<file path="src/rtl/vga_pkg.sv">
// Shared constants for the frame sequencer: default 640x480@60 VGA timing,
// coordinate width and sprite slot numbering.
// Ports: none (package). Helper in_window() tests a coordinate against a span.
package vga_pkg;

  // Coordinate width for both axes; 10 bits covers the 800x525 raster.
  localparam int COORD_W = 10;

  // Default horizontal timing (pixels).
  localparam int DEF_H_ACTIVE = 640;
  localparam int DEF_H_FP     = 16;
  localparam int DEF_H_SYNC   = 96;
  localparam int DEF_H_BP     = 48;
  localparam int DEF_H_TOTAL  = DEF_H_ACTIVE + DEF_H_FP + DEF_H_SYNC + DEF_H_BP;

  // Default vertical timing (lines).
  localparam int DEF_V_ACTIVE = 480;
  localparam int DEF_V_FP     = 10;
  localparam int DEF_V_SYNC   = 2;
  localparam int DEF_V_BP     = 33;
  localparam int DEF_V_TOTAL  = DEF_V_ACTIVE + DEF_V_FP + DEF_V_SYNC + DEF_V_BP;

  // Default animation pacing.
  localparam int DEF_ANIM_DIV    = 8;
  localparam int DEF_ANIM_FRAMES = 2;

  // Sprite slots: player followed by the four ghosts.
  localparam int SPR_PLAYER = 0;
  localparam int SPR_GHOST1 = 1;
  localparam int SPR_GHOST2 = 2;
  localparam int SPR_GHOST3 = 3;
  localparam int SPR_GHOST4 = 4;
  localparam int SPR_NUM    = 5;
  localparam int SPR_IDX_W  = 3;

  // True when lo <= v < lo+len. Done in int so parameter spans never get
  // truncated to the coordinate width.
  function automatic logic in_window(input logic [COORD_W-1:0] v,
                                     input int lo, input int len);
    return (int'(v) >= lo) && (int'(v) < lo + len);
  endfunction

endpackage

</file>
<file path="src/rtl/vga_timing_gen.sv">
// Raster timing generator: x/y counters plus registered syncs, display enable,
// vblank and frame_start, all aligned with the coordinates they describe.
// Ports: i_clk, i_rst_n (async low), i_pix_en (advance enable);
//   o_x/o_y coordinates, o_to_display, o_hsync/o_vsync (active low), o_vblank,
//   o_frame_start (1-clk pulse at 0,0), o_vblank_entry (comb: this edge enters
//   x=0,y=V_ACTIVE).
module vga_timing_gen
  import vga_pkg::*;
#(
  parameter int H_ACTIVE = DEF_H_ACTIVE,
  parameter int H_FP     = DEF_H_FP,
  parameter int H_SYNC   = DEF_H_SYNC,
  parameter int H_BP     = DEF_H_BP,
  parameter int V_ACTIVE = DEF_V_ACTIVE,
  parameter int V_FP     = DEF_V_FP,
  parameter int V_SYNC   = DEF_V_SYNC,
  parameter int V_BP     = DEF_V_BP
) (
  input  logic               i_clk,
  input  logic               i_rst_n,
  input  logic               i_pix_en,
  output logic [COORD_W-1:0] o_x,
  output logic [COORD_W-1:0] o_y,
  output logic               o_to_display,
  output logic               o_hsync,
  output logic               o_vsync,
  output logic               o_vblank,
  output logic               o_frame_start,
  output logic               o_vblank_entry
);

  localparam int H_TOTAL = H_ACTIVE + H_FP + H_SYNC + H_BP;
  localparam int V_TOTAL = V_ACTIVE + V_FP + V_SYNC + V_BP;

  localparam logic [COORD_W-1:0] H_LAST     = COORD_W'(H_TOTAL - 1);
  localparam logic [COORD_W-1:0] V_LAST     = COORD_W'(V_TOTAL - 1);
  localparam logic [COORD_W-1:0] V_ACT_LAST = COORD_W'(V_ACTIVE - 1);

  logic [COORD_W-1:0] r_x;
  logic [COORD_W-1:0] r_y;
  logic               r_to_display;
  logic               r_hsync;
  logic               r_vsync;
  logic               r_vblank;
  logic               r_frame_start;

  logic [COORD_W-1:0] w_x_nxt;
  logic [COORD_W-1:0] w_y_nxt;
  logic               w_x_wrap;
  logic               w_y_wrap;
  logic               w_frame_wrap;

  // Next-coordinate logic; equals the current value when pix_en is low.
  always_comb begin
    w_x_wrap     = (r_x == H_LAST);
    w_y_wrap     = (r_y == V_LAST);
    w_x_nxt      = r_x;
    w_y_nxt      = r_y;
    w_frame_wrap = i_pix_en && w_x_wrap && w_y_wrap;
    if (i_pix_en) begin
      w_x_nxt = w_x_wrap ? '0 : r_x + COORD_W'(1);
      if (w_x_wrap) begin
        w_y_nxt = w_y_wrap ? '0 : r_y + COORD_W'(1);
      end
    end
  end

  always_ff @(posedge i_clk or negedge i_rst_n) begin
    if (!i_rst_n) begin
      r_x           <= '0;
      r_y           <= '0;
      r_to_display  <= 1'b0;
      r_hsync       <= 1'b1;
      r_vsync       <= 1'b1;
      r_vblank      <= 1'b0;
      r_frame_start <= 1'b0;
    end else begin
      // Pulse only on the advancing edge that lands on 0,0, so it is never
      // stretched across idle (pix_en=0) cycles.
      r_frame_start <= w_frame_wrap;
      if (i_pix_en) begin
        r_x          <= w_x_nxt;
        r_y          <= w_y_nxt;
        // Strobes decode the next coordinates so they update on the same
        // edge as x/y and never lag them by a pixel.
        r_to_display <= in_window(w_x_nxt, 0, H_ACTIVE) &&
                        in_window(w_y_nxt, 0, V_ACTIVE);
        r_hsync      <= !in_window(w_x_nxt, H_ACTIVE + H_FP, H_SYNC);
        r_vsync      <= !in_window(w_y_nxt, V_ACTIVE + V_FP, V_SYNC);
        r_vblank     <= !in_window(w_y_nxt, 0, V_ACTIVE);
      end
    end
  end

  // Edge that moves the raster from the last active line's final pixel to
  // the start of the first blanking line.
  assign o_vblank_entry = i_pix_en && w_x_wrap && (r_y == V_ACT_LAST);

  assign o_x           = r_x;
  assign o_y           = r_y;
  assign o_to_display  = r_to_display;
  assign o_hsync       = r_hsync;
  assign o_vsync       = r_vsync;
  assign o_vblank      = r_vblank;
  assign o_frame_start = r_frame_start;

endmodule

</file>
<file path="src/rtl/render_frame_sequencer.sv">
// Renderer sequencer: VGA timing, animation frame index, and a double-buffered
// sprite position bank that is published to the renderer only at vblank entry.
// Ports: clk, rst_n (async low), pix_en; pos_wr_valid/idx/x/y write the
//   pending bank; commit_req/commit_ack handshake publication; x, y,
//   to_display, hsync, vsync, frame_start, vblank raster outputs; anim_frame;
//   spr_x/spr_y live bank packed {g4,g3,g2,g1,player}.
module render_frame_sequencer
  import vga_pkg::*;
#(
  parameter int H_ACTIVE    = DEF_H_ACTIVE,
  parameter int H_FP        = DEF_H_FP,
  parameter int H_SYNC      = DEF_H_SYNC,
  parameter int H_BP        = DEF_H_BP,
  parameter int V_ACTIVE    = DEF_V_ACTIVE,
  parameter int V_FP        = DEF_V_FP,
  parameter int V_SYNC      = DEF_V_SYNC,
  parameter int V_BP        = DEF_V_BP,
  parameter int ANIM_DIV    = DEF_ANIM_DIV,
  parameter int ANIM_FRAMES = DEF_ANIM_FRAMES
) (
  input  logic                       clk,
  input  logic                       rst_n,
  input  logic                       pix_en,
  input  logic                       pos_wr_valid,
  input  logic [SPR_IDX_W-1:0]       pos_wr_idx,
  input  logic [COORD_W-1:0]         pos_wr_x,
  input  logic [COORD_W-1:0]         pos_wr_y,
  input  logic                       commit_req,
  output logic                       commit_ack,
  output logic [COORD_W-1:0]         x,
  output logic [COORD_W-1:0]         y,
  output logic                       to_display,
  output logic                       hsync,
  output logic                       vsync,
  output logic                       frame_start,
  output logic                       vblank,
  output logic [1:0]                 anim_frame,
  output logic [SPR_NUM*COORD_W-1:0] spr_x,
  output logic [SPR_NUM*COORD_W-1:0] spr_y
);

  localparam int         DIV_W     = (ANIM_DIV > 1) ? $clog2(ANIM_DIV) : 1;
  localparam logic [DIV_W-1:0] DIV_LAST = DIV_W'(ANIM_DIV - 1);
  localparam logic [1:0] ANIM_LAST = 2'(ANIM_FRAMES - 1);

  logic w_frame_start;
  logic w_vblank_entry;
  logic w_commit;

  logic [COORD_W-1:0] r_pend_x [SPR_NUM];
  logic [COORD_W-1:0] r_pend_y [SPR_NUM];
  logic [COORD_W-1:0] r_live_x [SPR_NUM];
  logic [COORD_W-1:0] r_live_y [SPR_NUM];
  logic [COORD_W-1:0] w_merge_x [SPR_NUM];
  logic [COORD_W-1:0] w_merge_y [SPR_NUM];

  logic               r_commit_ack;
  logic [DIV_W-1:0]   r_anim_div;
  logic [1:0]         r_anim_frame;

  vga_timing_gen #(
    .H_ACTIVE (H_ACTIVE),
    .H_FP     (H_FP),
    .H_SYNC   (H_SYNC),
    .H_BP     (H_BP),
    .V_ACTIVE (V_ACTIVE),
    .V_FP     (V_FP),
    .V_SYNC   (V_SYNC),
    .V_BP     (V_BP)
  ) u_timing (
    .i_clk          (clk),
    .i_rst_n        (rst_n),
    .i_pix_en       (pix_en),
    .o_x            (x),
    .o_y            (y),
    .o_to_display   (to_display),
    .o_hsync        (hsync),
    .o_vsync        (vsync),
    .o_vblank       (vblank),
    .o_frame_start  (w_frame_start),
    .o_vblank_entry (w_vblank_entry)
  );

  assign frame_start = w_frame_start;
  assign w_commit    = commit_req && w_vblank_entry;

  // Pending bank with this cycle's write folded in. Feeding the live bank
  // from the merged view lets a write landing on the commit edge be
  // published along with the rest. Indices 5-7 match no slot.
  always_comb begin
    for (int i = 0; i < SPR_NUM; i++) begin
      w_merge_x[i] = r_pend_x[i];
      w_merge_y[i] = r_pend_y[i];
      if (pos_wr_valid && (pos_wr_idx == SPR_IDX_W'(i))) begin
        w_merge_x[i] = pos_wr_x;
        w_merge_y[i] = pos_wr_y;
      end
    end
  end

  always_ff @(posedge clk or negedge rst_n) begin
    if (!rst_n) begin
      for (int i = 0; i < SPR_NUM; i++) begin
        r_pend_x[i] <= '0;
        r_pend_y[i] <= '0;
        r_live_x[i] <= '0;
        r_live_y[i] <= '0;
      end
      r_commit_ack <= 1'b0;
    end else begin
      for (int i = 0; i < SPR_NUM; i++) begin
        r_pend_x[i] <= w_merge_x[i];
        r_pend_y[i] <= w_merge_y[i];
        if (w_commit) begin
          r_live_x[i] <= w_merge_x[i];
          r_live_y[i] <= w_merge_y[i];
        end
      end
      r_commit_ack <= w_commit;
    end
  end

  // Animation pacing: count frame_start pulses; every ANIM_DIV-th one steps
  // the frame index, wrapping after ANIM_FRAMES-1.
  always_ff @(posedge clk or negedge rst_n) begin
    if (!rst_n) begin
      r_anim_div   <= '0;
      r_anim_frame <= '0;
    end else if (w_frame_start) begin
      if (r_anim_div == DIV_LAST) begin
        r_anim_div   <= '0;
        r_anim_frame <= (r_anim_frame == ANIM_LAST) ? 2'd0 : r_anim_frame + 2'd1;
      end else begin
        r_anim_div <= r_anim_div + DIV_W'(1);
      end
    end
  end

  always_comb begin
    spr_x = '0;
    spr_y = '0;
    for (int i = 0; i < SPR_NUM; i++) begin
      spr_x[i*COORD_W +: COORD_W] = r_live_x[i];
      spr_y[i*COORD_W +: COORD_W] = r_live_y[i];
    end
  end

  assign commit_ack = r_commit_ack;
  assign anim_frame = r_anim_frame;

endmodule

</file>
<file path="config.mk">
export PLATFORM = sky130hd
export DESIGN_NAME = render_frame_sequencer
export DESIGN_NICKNAME = d
export VERILOG_FILES = /design/src/rtl/vga_pkg.sv /design/src/rtl/vga_timing_gen.sv /design/src/rtl/render_frame_sequencer.sv
export SDC_FILE = /design/constraint.sdc
export NUM_CORES = 1
export LEC_CHECK = 0
export CAP_MARGIN = 0
export CORE_MARGIN = 8
export CORE_UTILIZATION = 53
export CTS_BUF_LIST = sky130_fd_sc_hd__clkbuf_16
export DETAILED_ROUTE_END_ITERATION = 10
export GPL_ROUTABILITY_DRIVEN = 0
export PLACE_DENSITY = 0.76
export SLEW_MARGIN = 25
export SYNTH_ARGS = -nofsm -noshare
export SYNTH_HDL_FRONTEND = slang
export SYNTH_HIERARCHICAL = 1
export SYNTH_SLANG_ARGS = --single-unit
</file>
<file path="constraint.sdc">
create_clock -name clk -period 3.4 [get_ports clk]
set_input_delay 0.68 -clock clk [delete_from_list [all_inputs] [get_ports clk]]
set_output_delay 0.68 -clock clk [all_outputs]
set_load 0.01 [all_outputs]
</file>
==> out/summary.txt <==
Result of the run -> finished clean
Largest net degree at the start of global routing -> 96
Starting density of the core -> 54.2%
Row cnt -> 48
Peak Freq -> 0.368 GHz
Setup Buffers After CTS -> 0
Complex-gate fraction of the synthesized area -> 2.03%
Core Footprint -> 17300 um^2
Num ports -> 156
Register Area -> 5780 um^2
Chip height -> 149 um
RSZ-0062 raised after global routing -> no
H-tree Lvls -> 1
Final Total Pwr -> 6.43 mW
Post-synthesis adder-cell area fraction -> 0.667%
Cells after synthesis -> 597
Rel. slew slack -> 48.7%
Number of synthesized register bits -> 231
Full die area -> 22200 um^2
WHS -> 0.196 ns
Finished Core Util -> 69.0%
Total Routed Length -> 20600 um
Area contributors post-synth -> dfrtp_1 61%, mux2_2 17%, mux2_4 9.8%
CP Data Required Time -> 3.78 ns
I/O Buffers -> 155
Placed cell area -> 11200 um^2
Area share of the largest cell type after synthesis -> 61.1%
Ys Warns -> 6
Worst-Skew Late Latency -> 0.50 ns
Top sig layer -> met4
Critical Path Start Type -> flip-flop
Initial antenna violation count -> 0
Lkg Pwr -> 5.49 nW
CTS Buf Count -> 24
Synth area leader -> dfrtp_1
Crit path capture type -> flip-flop
Asr flop ratio synth -> 100%
Clock slew at reported path FFs -> 0.06 ns
Met3 wire length -> 1450 um
Initial DRC count -> 226
Pwr per Cell Area -> 539 nW/um^2
M1 wire length -> 8760 um
Hold Fails Final Rpt -> 0
Horiz. Die Dim -> 149 um
Design Area, Final -> 11900 um^2
Antenna diodes -> 0
Mapped Nets -> 630
Period utilization -> 80.0%
Worst vdd ir -> 0.000444 V
CTS root buf -> clkbuf_16
Mux cell area share after synthesis -> 27.2%
Number of synthesized flops with an enable pin -> 0
XOR/XNOR share of the synthesized area -> 1.12%
Reg2Reg Depth -> 7
Mapped Area -> 9380 um^2
Least-Margin Pin Slew -> 0.765 ns
Multi-input gate area -> 3380 um^2
Average wire per standard cell -> 20.7 um
CTS tree -> built
Synth Area in Simple Gates -> 4.98%
Hold_buf cts -> 0
Fin crit period -> 2.72 ns
GRT Util Overall -> 18.8%
Hpwl dp -> 13900 um
Max Cap Viol -> 0
Via density -> 5.53
Main combinational cell family by area after synthesis -> multiplexers
WS Path Type -> reg -> reg
Post-CTS Resized -> 0
Syn_area_per_cell -> 15.7 um^2
Routed Antenna Nets -> 0
Vias in the first global route -> 6103
Worst reg2reg setup slack -> 0.68 ns
GRT overflow -> 0
Share of cells above drive strength 1 -> 33.0%
Distinct cells, synth -> 46
Worst path arrival time -> 3.10 ns
Worst r2r src -> u_timing/o_x[5]
CTS Buffer Depth -> 3
Crit path max fanout -> 37
Drt first pass iters -> 4
First-pass GRT wire length -> 33600 um
Area grow syn2layout -> 27.4%
Final Setup Violations -> 0
Ys flop type -> dfrtp_1
DR vias -> 5519
R2r endpoint -> spr_x[34]
Fin. max-slew vios -> 0
CTS Sinks -> 231
# nets final -> 793
Hold Path Class -> in -> async
Total negative setup slack -> 0 ns
Routed wl met2 -> 10100 um
Fillers -> 1161
Sequential area share after synthesis -> 61.7%
Clock skew -> 0.00644 ns
Post-route DRC -> 0
[cell usage after synthesis (2+ instances only)]
cell / instances
nand4_1: 9
and2_1: 5
nand2b_1: 2
nor4_1: 2
mux2_4: 61
nor2_1: 12
and4bb_1: 3
a21oi_1: 5
xnor2_1: 9
dfrtp_1: 229
clkbuf_1: 5
buf_6: 8
buf_1: 8
nand2_1: 11
buf_2: 9
and4_1: 2
or3_1: 3
inv_1: 10
nand3_1: 9
nor3_1: 2
o21ai_0: 4
nand4b_1: 2
dfstp_2: 2
a21o_1: 3
xor2_1: 3
mux2_1: 3
and3_1: 6
a31oi_1: 6
a211o_1: 3
mux2_2: 140
ha_1: 5
mux2i_1: 2
[cell usage in the layout (no fill, tap or decap), types with 2 or more instances in the layout]
| cell | count |
|---|---|
| inv_1 | 14 |
| mux2_2 | 140 |
| clkdlybuf4s50_1 | 154 |
| mux2i_1 | 2 |
| xnor2_1 | 9 |
| dfrtp_1 | 229 |
| and4bb_2 | 3 |
| clkinv_1 | 5 |
| mux2_1 | 3 |
| and4_1 | 2 |
| clkbuf_16 | 25 |
| bufinv_16 | 2 |
| clkinv_2 | 3 |
| and3_1 | 6 |
| nand2b_1 | 2 |
| nor3_1 | 2 |
| and2_1 | 4 |
| nand2_1 | 11 |
| buf_12 | 6 |
| ha_1 | 5 |
| mux2_4 | 61 |
| nand3_1 | 9 |
| o21ai_0 | 4 |
| dfstp_2 | 2 |
| a21o_1 | 3 |
| nor4b_4 | 2 |
| a21oi_1 | 5 |
| nand4_1 | 9 |
| a211o_1 | 3 |
| xor2_1 | 3 |
| a31oi_1 | 6 |
| buf_4 | 6 |
| nor2_1 | 12 |
| or3_1 | 3 |
| nor4_1 | 2 |
| nand4b_1 | 2 |
[stage by stage]
| stage | worst slack (ns) | cells |
|---|---|---|
| after floorplan | 0.865 | 597 |
| after global placement | 0.395 | 959 |
| after detailed placement | 0.289 | 959 |
| after CTS | 0.672 | 998 |
| after global routing | 0.521 | 998 |
| final | 0.681 | 998 |
[how the worst max path moves through the flow]
stage	startpoint	to	slack [ns]	depth (start not counted)
6_report	u_timing/o_x[5]	spr_x[34]	0.68	7
5_1_grt	u_timing/o_x[5]	spr_x[34]	0.52	7
4_1_cts	u_timing/o_x[5]	spr_x[4]	0.67	7
3_5_place_dp	pos_wr_idx[1]	spr_x[34]	0.29	5
3_3_place_gp	pos_wr_idx[0]	spr_x[32]	0.39	5
2_1_floorplan	u_timing/o_x[5]	spr_x[10]	0.87	8
[area by class of cell]
cell class | count | area share (%)
Clock buffer | 25 | 5.24
Sequential cell | 231 | 48.4
Timing Repair Buffer | 167 | 14.4
Multi-Input combinational cell | 326 | 28.3
Inverter | 10 | 0.314
Clock inverter | 14 | 0.912
Tap cell | 225 | 2.36
[state kept, by name, indices dropped and copies added (netlist names), 2 cells and up]
register	flops
u_timing/o_y	10
r_pend_x	50
spr_y	50
spr_x	50
u_timing/o_x	10
r_pend_y	50
r_anim_div	3
anim_frame	2
[worst max-delay path: stages, from the launching register on]
cell     delay (ns)
dfrtp_1        0.48
nor4b_4        0.45
and3_1         0.23
nand3_1        0.10
nor4_1         0.31
and2_4         0.37
buf_12         0.27
mux2_2         0.37
[power by group]
part           leakage [nW]  internal [mW]  switching (mW)  total (mW)
combinational          2.12          0.453           0.337       0.790
clock                 0.377           1.46           0.984        2.45
sequential             3.00           3.05           0.145        3.20
total                  5.49           4.97            1.47        6.43
[routing by layer]
layer  track usage, %  vias to the layer above
li1                 -                     2450
met1             24.6                     2879
met2             30.7                      161
met3             4.95                       29
met4             4.64                        0
met5                0                        -
[cells by family (layout without fill, tap and decap cells)]
group           count (synthesis)  count (layout)
compound gates                 28              28
simple gates                   75              75
mux                           206             206
fa+ha+maj                       5               5
buf+inv                        40             216
xor+xnor                       12              12
flops                         231             231
Power figures use the tool's default switching activity.
